## config.mk

```make
export PLATFORM = sky130hd
export DESIGN_NAME = instr_cache_controller_flat
export DESIGN_NICKNAME = d
export VERILOG_FILES = /design/src/rtl/instr_cache_controller_if.sv /design/src/rtl/instr_cache_controller.sv /design/src/flat_wrapper.sv
export SDC_FILE = /design/constraint.sdc
export NUM_CORES = 1
export LEC_CHECK = 0
export CORE_ASPECT_RATIO = 0.75
export CORE_MARGIN = 2
export CORE_UTILIZATION = 30
export DETAILED_ROUTE_END_ITERATION = 6
export PLACE_DENSITY = 0.82
export SLEW_MARGIN = 20
export SYNTH_ARGS = -nofsm -noshare
export SYNTH_HDL_FRONTEND = slang
export SYNTH_SLANG_ARGS = --single-unit
export TNS_END_PERCENT = 1
```

## constraint.sdc

```tcl
create_clock -name clk -period 2.2 [get_ports clk]
set_clock_uncertainty 0.05 [all_clocks]
set_input_delay 0.22 -clock clk [delete_from_list [all_inputs] [get_ports clk]]
set_output_delay 0.22 -clock clk [all_outputs]
set_load 0.05 [all_outputs]
```

## src/rtl/instr_cache_controller_if.sv

```systemverilog
// Fetch/memory/AHB signal bundle for the instruction cache miss controller.
// The master modport is the controller side; slave is the fetch/memory/bus side.
interface instr_cache_controller_if;
    // Fetch address and cache memory status
    logic [31:0] A;
    logic        W1V;
    logic        W2V;
    logic        W1Hit;
    logic        W2Hit;
    logic        CurrLRU;
    logic [31:0] W1RD;
    logic [31:0] W2RD;
    // AHB read data phase
    logic        HReady;
    // Controller outputs
    logic [31:0] ANew;
    logic [1:0]  WordOffset;
    logic        W1WE;
    logic        W2WE;
    logic        ResetCounter;
    logic [31:0] HAddrF;
    logic        HRequestF;
    logic        IStall;
    logic [31:0] InstrF;

    modport master (
        input  A, W1V, W2V, W1Hit, W2Hit, CurrLRU, W1RD, W2RD, HReady,
        output ANew, WordOffset, W1WE, W2WE, ResetCounter, HAddrF, HRequestF,
               IStall, InstrF
    );

    modport slave (
        output A, W1V, W2V, W1Hit, W2Hit, CurrLRU, W1RD, W2RD, HReady,
        input  ANew, WordOffset, W1WE, W2WE, ResetCounter, HAddrF, HRequestF,
               IStall, InstrF
    );
endinterface

```

## src/rtl/instr_cache_controller.sv

```systemverilog
// Miss-handling controller for the two-way instruction cache.
// Hits are served combinationally; a miss stalls fetch and refills one
// 4-word line over AHB into the victim way (invalid way first, else LRU).
// Optional feature macro: ICACHE_CRITICAL_WORD_FIRST_EN starts the fill at
// the requested word and wraps; otherwise the fill always starts at word 0.
module instr_cache_controller #(
    parameter int unsigned tbits = 14,
    parameter int unsigned bsize = 4
) (
    input logic                      clk,
    input logic                      reset,
    instr_cache_controller_if.master bus
);
    localparam int unsigned CW = $clog2(bsize);
    localparam int unsigned IW = 28 - tbits;

    typedef enum logic {
        READY,
        FILL
    } state_t;

    state_t          state_q, state_d;
    logic [CW-1:0]   cnt_q, cnt_d;
    logic [CW-1:0]   done_q, done_d;
    logic            victim_q, victim_d;   // 0: way 1, 1: way 2
    logic [tbits-1:0] tag_q, tag_d;
    logic [IW-1:0]   idx_q, idx_d;
    logic            miss;
    logic [31:0]     fill_addr;

    assign miss      = ~(bus.W1Hit | bus.W2Hit);
    assign fill_addr = {tag_q, idx_q, cnt_q, 2'b00};

    // State, fill counters, victim and line address registers
    always_ff @(posedge clk or posedge reset) begin
        if (reset) begin
            state_q  <= READY;
            cnt_q    <= '0;
            done_q   <= '0;
            victim_q <= 1'b0;
            tag_q    <= '0;
            idx_q    <= '0;
        end else begin
            state_q  <= state_d;
            cnt_q    <= cnt_d;
            done_q   <= done_d;
            victim_q <= victim_d;
            tag_q    <= tag_d;
            idx_q    <= idx_d;
        end
    end

    // Next state: latch the line and victim on a miss, step through the fill
    always_comb begin
        state_d  = state_q;
        cnt_d    = cnt_q;
        done_d   = done_q;
        victim_d = victim_q;
        tag_d    = tag_q;
        idx_d    = idx_q;
        case (state_q)
            READY: begin
                if (miss) begin
                    state_d = FILL;
                    tag_d   = bus.A[31 -: tbits];
                    idx_d   = bus.A[4 +: IW];
                    done_d  = '0;
`ifdef ICACHE_CRITICAL_WORD_FIRST_EN
                    cnt_d   = bus.A[2 +: CW];
`else
                    cnt_d   = '0;
`endif
                    if (!bus.W1V)      victim_d = 1'b0;
                    else if (!bus.W2V) victim_d = 1'b1;
                    else               victim_d = ~bus.CurrLRU;
                end
            end
            FILL: begin
                if (bus.HReady) begin
                    cnt_d  = cnt_q + 1'b1;
                    done_d = done_q + 1'b1;
                    if (done_q == CW'(bsize - 1)) state_d = READY;
                end
            end
            default: state_d = READY;
        endcase
    end

    // Outputs: memory address/word select, write enables, AHB request, stall
    always_comb begin
        bus.ANew         = bus.A;
        bus.WordOffset   = bus.A[3:2];
        bus.InstrF       = bus.W1Hit ? bus.W1RD : bus.W2RD;
        bus.W1WE         = 1'b0;
        bus.W2WE         = 1'b0;
        bus.ResetCounter = 1'b0;
        bus.HAddrF       = '0;
        bus.HRequestF    = 1'b0;
        bus.IStall       = 1'b0;
        case (state_q)
            READY: begin
                bus.IStall       = miss;
                bus.ResetCounter = miss;
            end
            FILL: begin
                bus.ANew       = fill_addr;
                bus.WordOffset = cnt_q;
                bus.HAddrF     = fill_addr;
                bus.HRequestF  = 1'b1;
                bus.IStall     = 1'b1;
                bus.W1WE       = bus.HReady & ~victim_q;
                bus.W2WE       = bus.HReady & victim_q;
            end
            default: ;
        endcase
        // Reset is asynchronous, so the control strobes must drop with it
        // rather than waiting for the state register to settle.
        if (reset) begin
            bus.W1WE         = 1'b0;
            bus.W2WE         = 1'b0;
            bus.ResetCounter = 1'b0;
            bus.HRequestF    = 1'b0;
            bus.IStall       = 1'b0;
        end
    end
endmodule
```

## src/flat_wrapper.sv

```systemverilog
// flat-port wrapper written by rule: the top's interface ports become plain ports
module instr_cache_controller_flat 
#(
    parameter int unsigned tbits = 14,
    parameter int unsigned bsize = 4
)
  (clk, reset, bus_A, bus_W1V, bus_W2V, bus_W1Hit, bus_W2Hit, bus_CurrLRU, bus_W1RD, bus_W2RD, bus_HReady, bus_ANew, bus_WordOffset, bus_W1WE, bus_W2WE, bus_ResetCounter, bus_HAddrF, bus_HRequestF, bus_IStall, bus_InstrF);
  instr_cache_controller_if bus_i ();
  input logic clk;
  input logic reset;
  input wire logic [$bits(bus_i.A)-1:0] bus_A;
  input wire logic [$bits(bus_i.W1V)-1:0] bus_W1V;
  input wire logic [$bits(bus_i.W2V)-1:0] bus_W2V;
  input wire logic [$bits(bus_i.W1Hit)-1:0] bus_W1Hit;
  input wire logic [$bits(bus_i.W2Hit)-1:0] bus_W2Hit;
  input wire logic [$bits(bus_i.CurrLRU)-1:0] bus_CurrLRU;
  input wire logic [$bits(bus_i.W1RD)-1:0] bus_W1RD;
  input wire logic [$bits(bus_i.W2RD)-1:0] bus_W2RD;
  input wire logic [$bits(bus_i.HReady)-1:0] bus_HReady;
  output wire logic [$bits(bus_i.ANew)-1:0] bus_ANew;
  output wire logic [$bits(bus_i.WordOffset)-1:0] bus_WordOffset;
  output wire logic [$bits(bus_i.W1WE)-1:0] bus_W1WE;
  output wire logic [$bits(bus_i.W2WE)-1:0] bus_W2WE;
  output wire logic [$bits(bus_i.ResetCounter)-1:0] bus_ResetCounter;
  output wire logic [$bits(bus_i.HAddrF)-1:0] bus_HAddrF;
  output wire logic [$bits(bus_i.HRequestF)-1:0] bus_HRequestF;
  output wire logic [$bits(bus_i.IStall)-1:0] bus_IStall;
  output wire logic [$bits(bus_i.InstrF)-1:0] bus_InstrF;
  assign bus_i.A = bus_A;
  assign bus_i.W1V = bus_W1V;
  assign bus_i.W2V = bus_W2V;
  assign bus_i.W1Hit = bus_W1Hit;
  assign bus_i.W2Hit = bus_W2Hit;
  assign bus_i.CurrLRU = bus_CurrLRU;
  assign bus_i.W1RD = bus_W1RD;
  assign bus_i.W2RD = bus_W2RD;
  assign bus_i.HReady = bus_HReady;
  assign bus_ANew = bus_i.ANew;
  assign bus_WordOffset = bus_i.WordOffset;
  assign bus_W1WE = bus_i.W1WE;
  assign bus_W2WE = bus_i.W2WE;
  assign bus_ResetCounter = bus_i.ResetCounter;
  assign bus_HAddrF = bus_i.HAddrF;
  assign bus_HRequestF = bus_i.HRequestF;
  assign bus_IStall = bus_i.IStall;
  assign bus_InstrF = bus_i.InstrF;
  instr_cache_controller #(.tbits(tbits), .bsize(bsize)) u_core (.clk(clk), .reset(reset), .bus(bus_i));
endmodule
```

Yosys cells after proc, flatten, opt, wreduce, memory -nomap -nowiden
Cells that the tools add are included.
{ "word_totals": {"ff_bits": 34, "in_bits": 104} }
{ "op_classes": {"add_sub_neg": 2, "n_eq_ne": 3, "mux": 25, "bitwise_logic": 7, "reduce_logical": 2} }
{ "op_table": {"columns": ["cell", "n"], "rows": [
  ["32-bit two-way mux", 3],
  ["1-bit two-way mux", 14],
  ["2-bit two-way mux", 4],
  ["2-bit case mux with 2 select lines", 2],
  ["2-bit by 1-bit adder with 2-bit output, second input constant", 2],
  ["2-bit inequality test, second input constant", 2],
  ["1-bit NOT", 4],
  ["1-bit case mux with 2 select lines", 2],
  ["2-bit AND reduction", 2],
  ["1-bit bitwise AND", 2],
  ["2-bit equality test, second input constant", 1],
  ["1-bit OR", 1]
]} }

Logic depth before layout (Yosys ltp)
Gate-level depths: netlist of the first run.
{ "logic_depth": {"ltp_word": 4, "ltp_mapped": 4, "depth_no_buf": 3} }

Worst setup path before layout of the first run
No wires, ideal clock.
{ "synth_path": {"path_type": "flip-flop to output port", "from": "register u_core.state_q", "to": "output port bus_W2WE", "arrival_ps": 2031, "required_ps": 1930, "setup_slack_ps": -101, "stages_incl_launch_ff": 5, "n_path_buf": 2, "cell_sequence": "dfrtp_1 buf_2 buf_2 nand2_1 nor3b_1"} }
{ "synth_between": {"elab_chain_cells": 2} }
{ "synth_lines": {"columns": ["element", "line_no", "source"], "rows": [
  ["start, declared", "instr_cache_controller.sv:22", "state_t state_q, state_d;"],
  ["start signal, assigned", "instr_cache_controller.sv:44", "state_q <= state_d;"],
  ["1-bit two-way mux", "instr_cache_controller.sv:100", "case (state_q)"],
  ["1-bit two-way mux", "instr_cache_controller.sv:118", "if (reset) begin"],
  ["end, declared", "flat_wrapper.sv:23", "output wire logic [$bits(bus_i.W2WE)-1:0] bus_W2WE;"]
]} }
Every way passes these cells.

Worst setup path after layout of the first run
{ "layout_path": {"from": "register u_core.state_q", "to": "output port bus_HAddrF[6]"} }
{ "layout_between": {"elab_chain_cells": 1} }
{ "layout_lines": {"columns": ["element", "line_no", "source"], "rows": [
  ["32-bit two-way mux", "instr_cache_controller.sv:100", null],
  ["end, declared", "flat_wrapper.sv:25", "output wire logic [$bits(bus_i.HAddrF)-1:0] bus_HAddrF;"]
]} }
Every way passes these cells.

==> results of run 1 <==
per-stage QoR:
step	std cells	hold slack [ns]	utilization, %	area [um2]	total power [mW]
2_1_floorplan	204	0.305	-	2410	4.89
3_3_place_gp	500	0.441	60.8	4770	6.52
3_5_place_dp	500	0.446	60.8	4770	6.60
4_1_cts	507	0.461	61.8	4850	7.06
5_1_grt	507	0.482	61.8	4850	7.31
6_report	507	0.434	61.8	4850	7.00
power groups by stage:
stage          sequential, mW  clock [mW]  combinational [mW]
2_1_floorplan            1.08           0                3.80
3_3_place_gp             1.16           0                5.36
3_5_place_dp             1.18           0                5.42
4_1_cts                  1.17       0.460                5.43
5_1_grt                  1.23       0.487                5.59
6_report                 1.17       0.438                5.39
cell families (layout without fill, tap and decap cells):
kind of cell	count (synthesis)	after routing
other	1	2
muxes	91	91
AOI/OAI and AO/OA	9	9
adders and majority gates	1	1
DFF	34	34
and+or+nand+nor	46	46
buffers and inverters	21	219
placed cells by master (no fill, tap or decap), types with 2 or more instances in the layout:
master	instances
a21bo_2	2
and2_1	30
buf_12	40
buf_4	64
clkbuf_8	5
clkdlybuf4s50_1	107
conb_1	2
dfrtp_1	33
mux2_2	85
mux2_4	5
nand3b_1	2
nor2_1	3
nor2b_1	3
o21ai_0	2
registers in the layout, summed over array words and instances, names as in the netlist:
| signal | count |
|---|---|
| u_core.state_q | 1 |
| u_core.tag_q | 14 |
| u_core.cnt_q | 2 |
| u_core.idx_q | 14 |
| u_core.done_q | 2 |
| u_core.victim_q | 1 |
worst max-delay path, delay by kind of cell, from the launching register on:
| family | cells | cell delay, ns |
|---|---|---|
| DFF | 1 | 0.51 |
| and+or+nand+nor | 1 | 0.19 |
| buffers and inverters | 1 | 0.83 |
worst max-delay path by stage:
stage / start / to / slack, ns / cells after the start
final: u_core.state_q / bus_HAddrF[6] / 0.13 / 2
after global routing: u_core.state_q / bus_W1WE / 0.05 / 4
after CTS: u_core.state_q / bus_HAddrF[6] / 0.1 / 2
after detailed placement: bus_W1Hit / bus_InstrF[25] / 0.28 / 4
after global placement: bus_W1Hit / bus_InstrF[25] / 0.29 / 4
after floorplan: u_core.state_q / bus_W1WE / 0.007 / 4
routing by layer:
| layer | GRT usage (%) | up-vias | wire [um] |
|---|---|---|---|
| met5 | 0 | - | 0 |
| met4 | 4.49 | 0 | 82 |
| met3 | 5.00 | 7 | 699 |
| met2 | 35.9 | 93 | 4590 |
| met1 | 21.2 | 1130 | 3200 |
| li1 | - | 1107 | - |
cell type report:
cell class                 instances  area, um2  area share [%]
sequential                        34        852            17.6
clock buffer                       6       72.6            1.50
clock inverter                     1       7.51           0.155
inverter                           1       3.75          0.0774
tap                              105        131            2.71
multi-input combinational        149       1430            29.5
timing repair buffer             211       2350            48.5
==> out/metrics.csv, run 1 <==
metric;value;unit
status;completed;
pin count of the biggest net entering global routing;64;
Mapped Avg Cell Area;11.8;um2
Slew HR;64.4;%
sequential fraction of the synthesis area;35.4;%
Synth Area in Compound Gates;2.81;%
CP max FO;13;
TritonCTS clock tree;yes;
drt first-iter violations;67;
synthesized flop and latch total;34;
peak supply drop;0.00113;V
global-route wire length before repair;12.9;mm
largest area contributor in the netlist;mux2_2;
Fin Setup TNS;0;ns
f_max;482;MHz
clock share of power;6.3;%
Vias per Instance;4.61;
core area;7850;um2
Routed WL;8.57;mm
Worst EP arrival;1.80;ns
die height;81.5;um
antenna violations before repair;0;
switching power total;3.81;mW
RSZ-0062 raised after global routing;no;
hold buffers post-CTS;0;
critical path class;reg -> out;
Hold Crit Class;in -> async;
H-Tree Depth;2;
Critical Path Max Stage Delay;0.83;ns
Inserted Clock Buffers;5;
WP data required;1.93;ns
DR DRC count;0;
Root Driver;clkbuf_8;
clk buf depth;2;
synth unique cells;30;
Synth Instances;203;
die area;8760;um2
dominant cells by area after synthesis;mux2_2 40%, dfrtp_1 35%, and2_1 7.8%;
max-cap viol count;0;
Pint;3.19;mW
Top FF cell, synth;dfrtp_1;
Critical R2R Capture;u_core.tag_q[4];
Hold Violations, Final;0;
synth cell count leaders;85 x mux2_2, 34 x dfrtp_1, 30 x and2_1, 8 x buf_2, 5 x mux2_4;
CP max stage cell;clkdlybuf4s50_1;
Worst Tran Pin Value;0.532;ns
vias in the first global route;2402;
Worst setup SP type;flop;
Nets;507;
vias post-DR;2337;
routability congestion estimate;0.676;
FILL cells;641;
largest family of logic cells by synthesized area;multiplexers;
Setup WS post-layout;0.126;ns
post-route ant nets;0;
mapped cell area;2400;um2
Post-synth EDFFs;0;
LEAKAGE;2.11;nW
top-count cell post-synth;mux2_2;
Initial Utilization;30.6;%
Final Slew Violations;0;
Adder-Cell Fraction of Synth Area;0.520;%
sw frac;54.5;%
post-layout min period;2.07;ns
share of layout cells above drive strength 1;51.5;%
post-synthesis xor/xnor area fraction;0;%
antenna cells;0;
post-CTS setup buffers;0;
reg-to-reg startpoint;u_core.state_q;
drt wl/cell;16.9;um
Flop pwr share;16.8;%
Pre-antenna DRT Iters;4;
crit path capture type;primary output;
Die X;107;um
final setup vio count;0;
fin crit share;94.3;%
Rows;28;
post-DP HPWL;6.92;mm
post-CTS sizing;0;
Tot GR Track Use;18.8;%
area grow syn2layout;102;%
port bufs;204;
Logic pwr share;77.0;%
yosys warns;0;
IO Pins;207;
multiplexer area fraction after synthesis;43.4;%
Reg clk slew, reported paths;0.07;ns
crit-path cells;and2_1, clkdlybuf4s50_1;
r2r worst-path depth;4;
clk_lat worst skew;0.28;ns
Async S/R FF share, synth;100;%
PwrDens;1440;nW/um2
Post-Synth Simple-Gate Area;12.2;%
GRT Residual Overflow;0;
clock sink count;34;
pre-CTS WS;0.275;ns
flop-to-flop setup slack;0.49;ns
top cell type's share of synthesized area;39.8;%
Note: power is estimated with default switching activity, not from simulation.
==> inputs of run 2 (changes only) <==
--- a/config.mk
+++ b/config.mk
@@ -5,11 +5,13 @@
 export SDC_FILE = /design/constraint.sdc
 export NUM_CORES = 1
 export LEC_CHECK = 0
+export ABC_AREA = 1
 export CORE_ASPECT_RATIO = 0.75
 export CORE_MARGIN = 2
 export CORE_UTILIZATION = 30
+export CTS_CLUSTER_DIAMETER = 30
 export DETAILED_ROUTE_END_ITERATION = 6
-export PLACE_DENSITY = 0.82
+export PLACE_DENSITY = 0.81
 export SLEW_MARGIN = 20
 export SYNTH_ARGS = -nofsm -noshare
 export SYNTH_HDL_FRONTEND = slang
==> out/metrics.csv, run 2 <==
metric;value;unit;change
routability congestion estimate;0.837;;+24%
Fin Setup TNS;0;ns;unchanged
WP data required;1.93;ns;about the same
drt first-iter violations;174;;+160%
vias in the first global route;3003;;+25%
area grow syn2layout;129;%;
top cell type's share of synthesized area;35.1;%;-4.7 points
critical path class;reg -> out;;
RSZ-0062 raised after global routing;no;;
peak supply drop;0.00111;V;-2.1%
clk_lat worst skew;0.28;ns;about the same
post-route ant nets;0;;unchanged
Initial Utilization;30.8;%;+0.13 points
crit path capture type;primary output;;
H-Tree Depth;2;;unchanged
r2r worst-path depth;5;;+1
port bufs;204;;unchanged
switching power total;4.21;mW;+10%
yosys warns;0;;unchanged
share of layout cells above drive strength 1;26.5;%;-25 points
antenna violations before repair;0;;unchanged
f_max;548;MHz;+14%
Hold Violations, Final;0;;unchanged
mapped cell area;2430;um2;+0.88%
clock share of power;5.6;%;-0.7 points
Final Slew Violations;0;;unchanged
sequential fraction of the synthesis area;35.1;%;-0.31 points
synth unique cells;19;;-37%
post-CTS sizing;0;;unchanged
Post-synth EDFFs;0;;unchanged
die height;81.9;um;+0.42%
Async S/R FF share, synth;100;%;unchanged
Top FF cell, synth;dfrtp_1;;
LEAKAGE;2.90;nW;+38%
DR DRC count;0;;unchanged
clock sink count;34;;unchanged
Reg clk slew, reported paths;0.07;ns;about the same
final setup vio count;0;;unchanged
die area;8830;um2;+0.85%
Hold Crit Class;reg -> reg;;
PwrDens;1510;nW/um2;+4.7%
fin crit share;83.0;%;-11 points
Pint;4.19;mW;+32%
Nets;673;;+33%
Worst EP arrival;1.56;ns;-0.24 ns
core area;7880;um2;+0.45%
commonest non-fill, non-tap cell in the layout;nand2_1;;
Worst setup SP type;flop;;
Die X;108;um;+0.43%
largest area contributor in the netlist;dfrtp_1;;
pin count of the biggest net entering global routing;45;;-30%
synthesized flop and latch total;34;;unchanged
Inserted Clock Buffers;5;;unchanged
synth cell count leaders;174 x nand2_1, 63 x inv_1, 34 x dfrtp_1, 28 x o21ai_2, 27 x o21ai_0;;
max-cap viol count;0;;unchanged
design area;5560;um2;+15%
global-route wire length before repair;14.3;mm;+11%
top-count cell post-synth;nand2_1;;
drt wl/cell;13.5;um;-20%
Logic pwr share;81.3;%;+4.3 points
Routed WL;9.08;mm;+5.9%
Mapped Avg Cell Area;6.52;um2;-45%
dominant cells by area after synthesis;dfrtp_1 35%, nand2_1 27%, o21ai_2 10%;;
post-layout min period;1.83;ns;-0.248 ns
Root Driver;clkbuf_8;;
Flop pwr share;13.1;%;-3.7 points
most frequent cells in the layout;174 x nand2_1, 103 x clkdlybuf4s50_1, 98 x buf_12, 62 x inv_1, 33 x dfrtp_1;;
Tot GR Track Use;20.6;%;+1.8 points
Top Registers;u_core.idx_q x14, u_core.tag_q x14;;
clk buf depth;2;;unchanged
status;completed;;
CP max FO;23;;+10
Rows;28;;unchanged
TritonCTS clock tree;yes;;
hold path cells;2;;
placed instance area;5470;um2;+15%
sw frac;50.1;%;-4.4 points
hold buffers post-CTS;0;;unchanged
post-CTS setup buffers;0;;unchanged
post-DP HPWL;7.79;mm;+13%
Vias per Instance;4.42;;-4.1%
antenna cells;0;;unchanged
vias post-DR;2978;;+27%
Synth Instances;372;;+83%
GRT Residual Overflow;0;;unchanged
IO Pins;207;;unchanged
Pre-antenna DRT Iters;5;;+1
run 2: cell types whose count changed after synthesis, sizes merged, moves of 6 or more:
cell   delta
and2     -30
inv      +63
mux2     -91
nand2   +174
nand3     +6
o21ai    +53
run 2: power by group through the flow:
stage	Combinational (mW)	Sequential [mW]	Clock, mW
2_1_floorplan	3.48	1.04	0
3_3_place_gp	6.76	1.08	0
3_5_place_dp	6.88	1.11	0
4_1_cts	6.89	1.10	0.482
5_1_grt	7.14	1.14	0.509
6_report	6.83	1.10	0.466
run 2: cell type report:
cell class / instances / area [um2]
repair buffers: 212 / 3080
well taps: 105 / 131
clock inverters: 1 / 5.00
clock buffers: 7 / 86.3
inverters: 64 / 244
flip-flops and latches: 34 / 852
multi-input cells: 251 / 1170
fillers: 565 / 2320
run 2: metal layers:
layer	part of all wire, %	wire (um)	track usage (%)	vias to the layer above
met4	1.6	141	5.51	0
met5	0	0	0	-
met1	35	3190	21.6	1339
met2	52	4710	38.2	137
li1	-	-	-	1489
met3	11	1040	8.81	13
run 2: final timing paths:
| check | slack [ns] | startpoint | end |
|---|---|---|---|
| setup / recovery | 0.37 | u_core.state_q | bus_ANew[7] |
| hold / removal | 0.43 | u_core.tag_q[11] | u_core.tag_q[11] |
| setup reg to reg | 0.78 | u_core.state_q | u_core.tag_q[4] |
| hold reg to reg | 0.43 | u_core.tag_q[11] | u_core.tag_q[11] |
| max in group asynchronous | 1.31 | reset | u_core.state_q |
| min in group asynchronous | 0.47 | reset | u_core.idx_q[7] |
run 2: per-stage QoR:
step | instances | total power, mW | hold WS, ns | util (%) | worst slack, ns
final | 674 | 8.40 | 0.432 | 70.5 | 0.374
after global routing | 674 | 8.79 | 0.456 | 70.5 | 0.213
after CTS | 674 | 8.47 | 0.435 | 70.5 | 0.360
after detailed placement | 666 | 7.99 | 0.417 | 69.4 | 0.377
after global placement | 666 | 7.84 | 0.413 | 69.4 | 0.423
after floorplan | 373 | 4.52 | 0.115 | - | 0.0994
run 2: cell families (layout without fill, tap and decap cells):
| kind of cell | count (synthesis) | count (layout) | share of synthesized area, % |
|---|---|---|---|
| and+or+nand+nor | 192 | 192 | 31.4 |
| buffers and inverters | 88 | 284 | 17.0 |
| AOI/OAI and AO/OA | 56 | 56 | 15.9 |
| DFF | 34 | 34 | 35.1 |
| adders and majority gates | 1 | 1 | 0.516 |
| other | 1 | 2 | 0.155 |
run 2: critical path: stages (launching register included):
cell,delay [ns]
dfrtp_2,0.49
buf_4,0.23
o21ai_0,0.36
buf_12,0.19
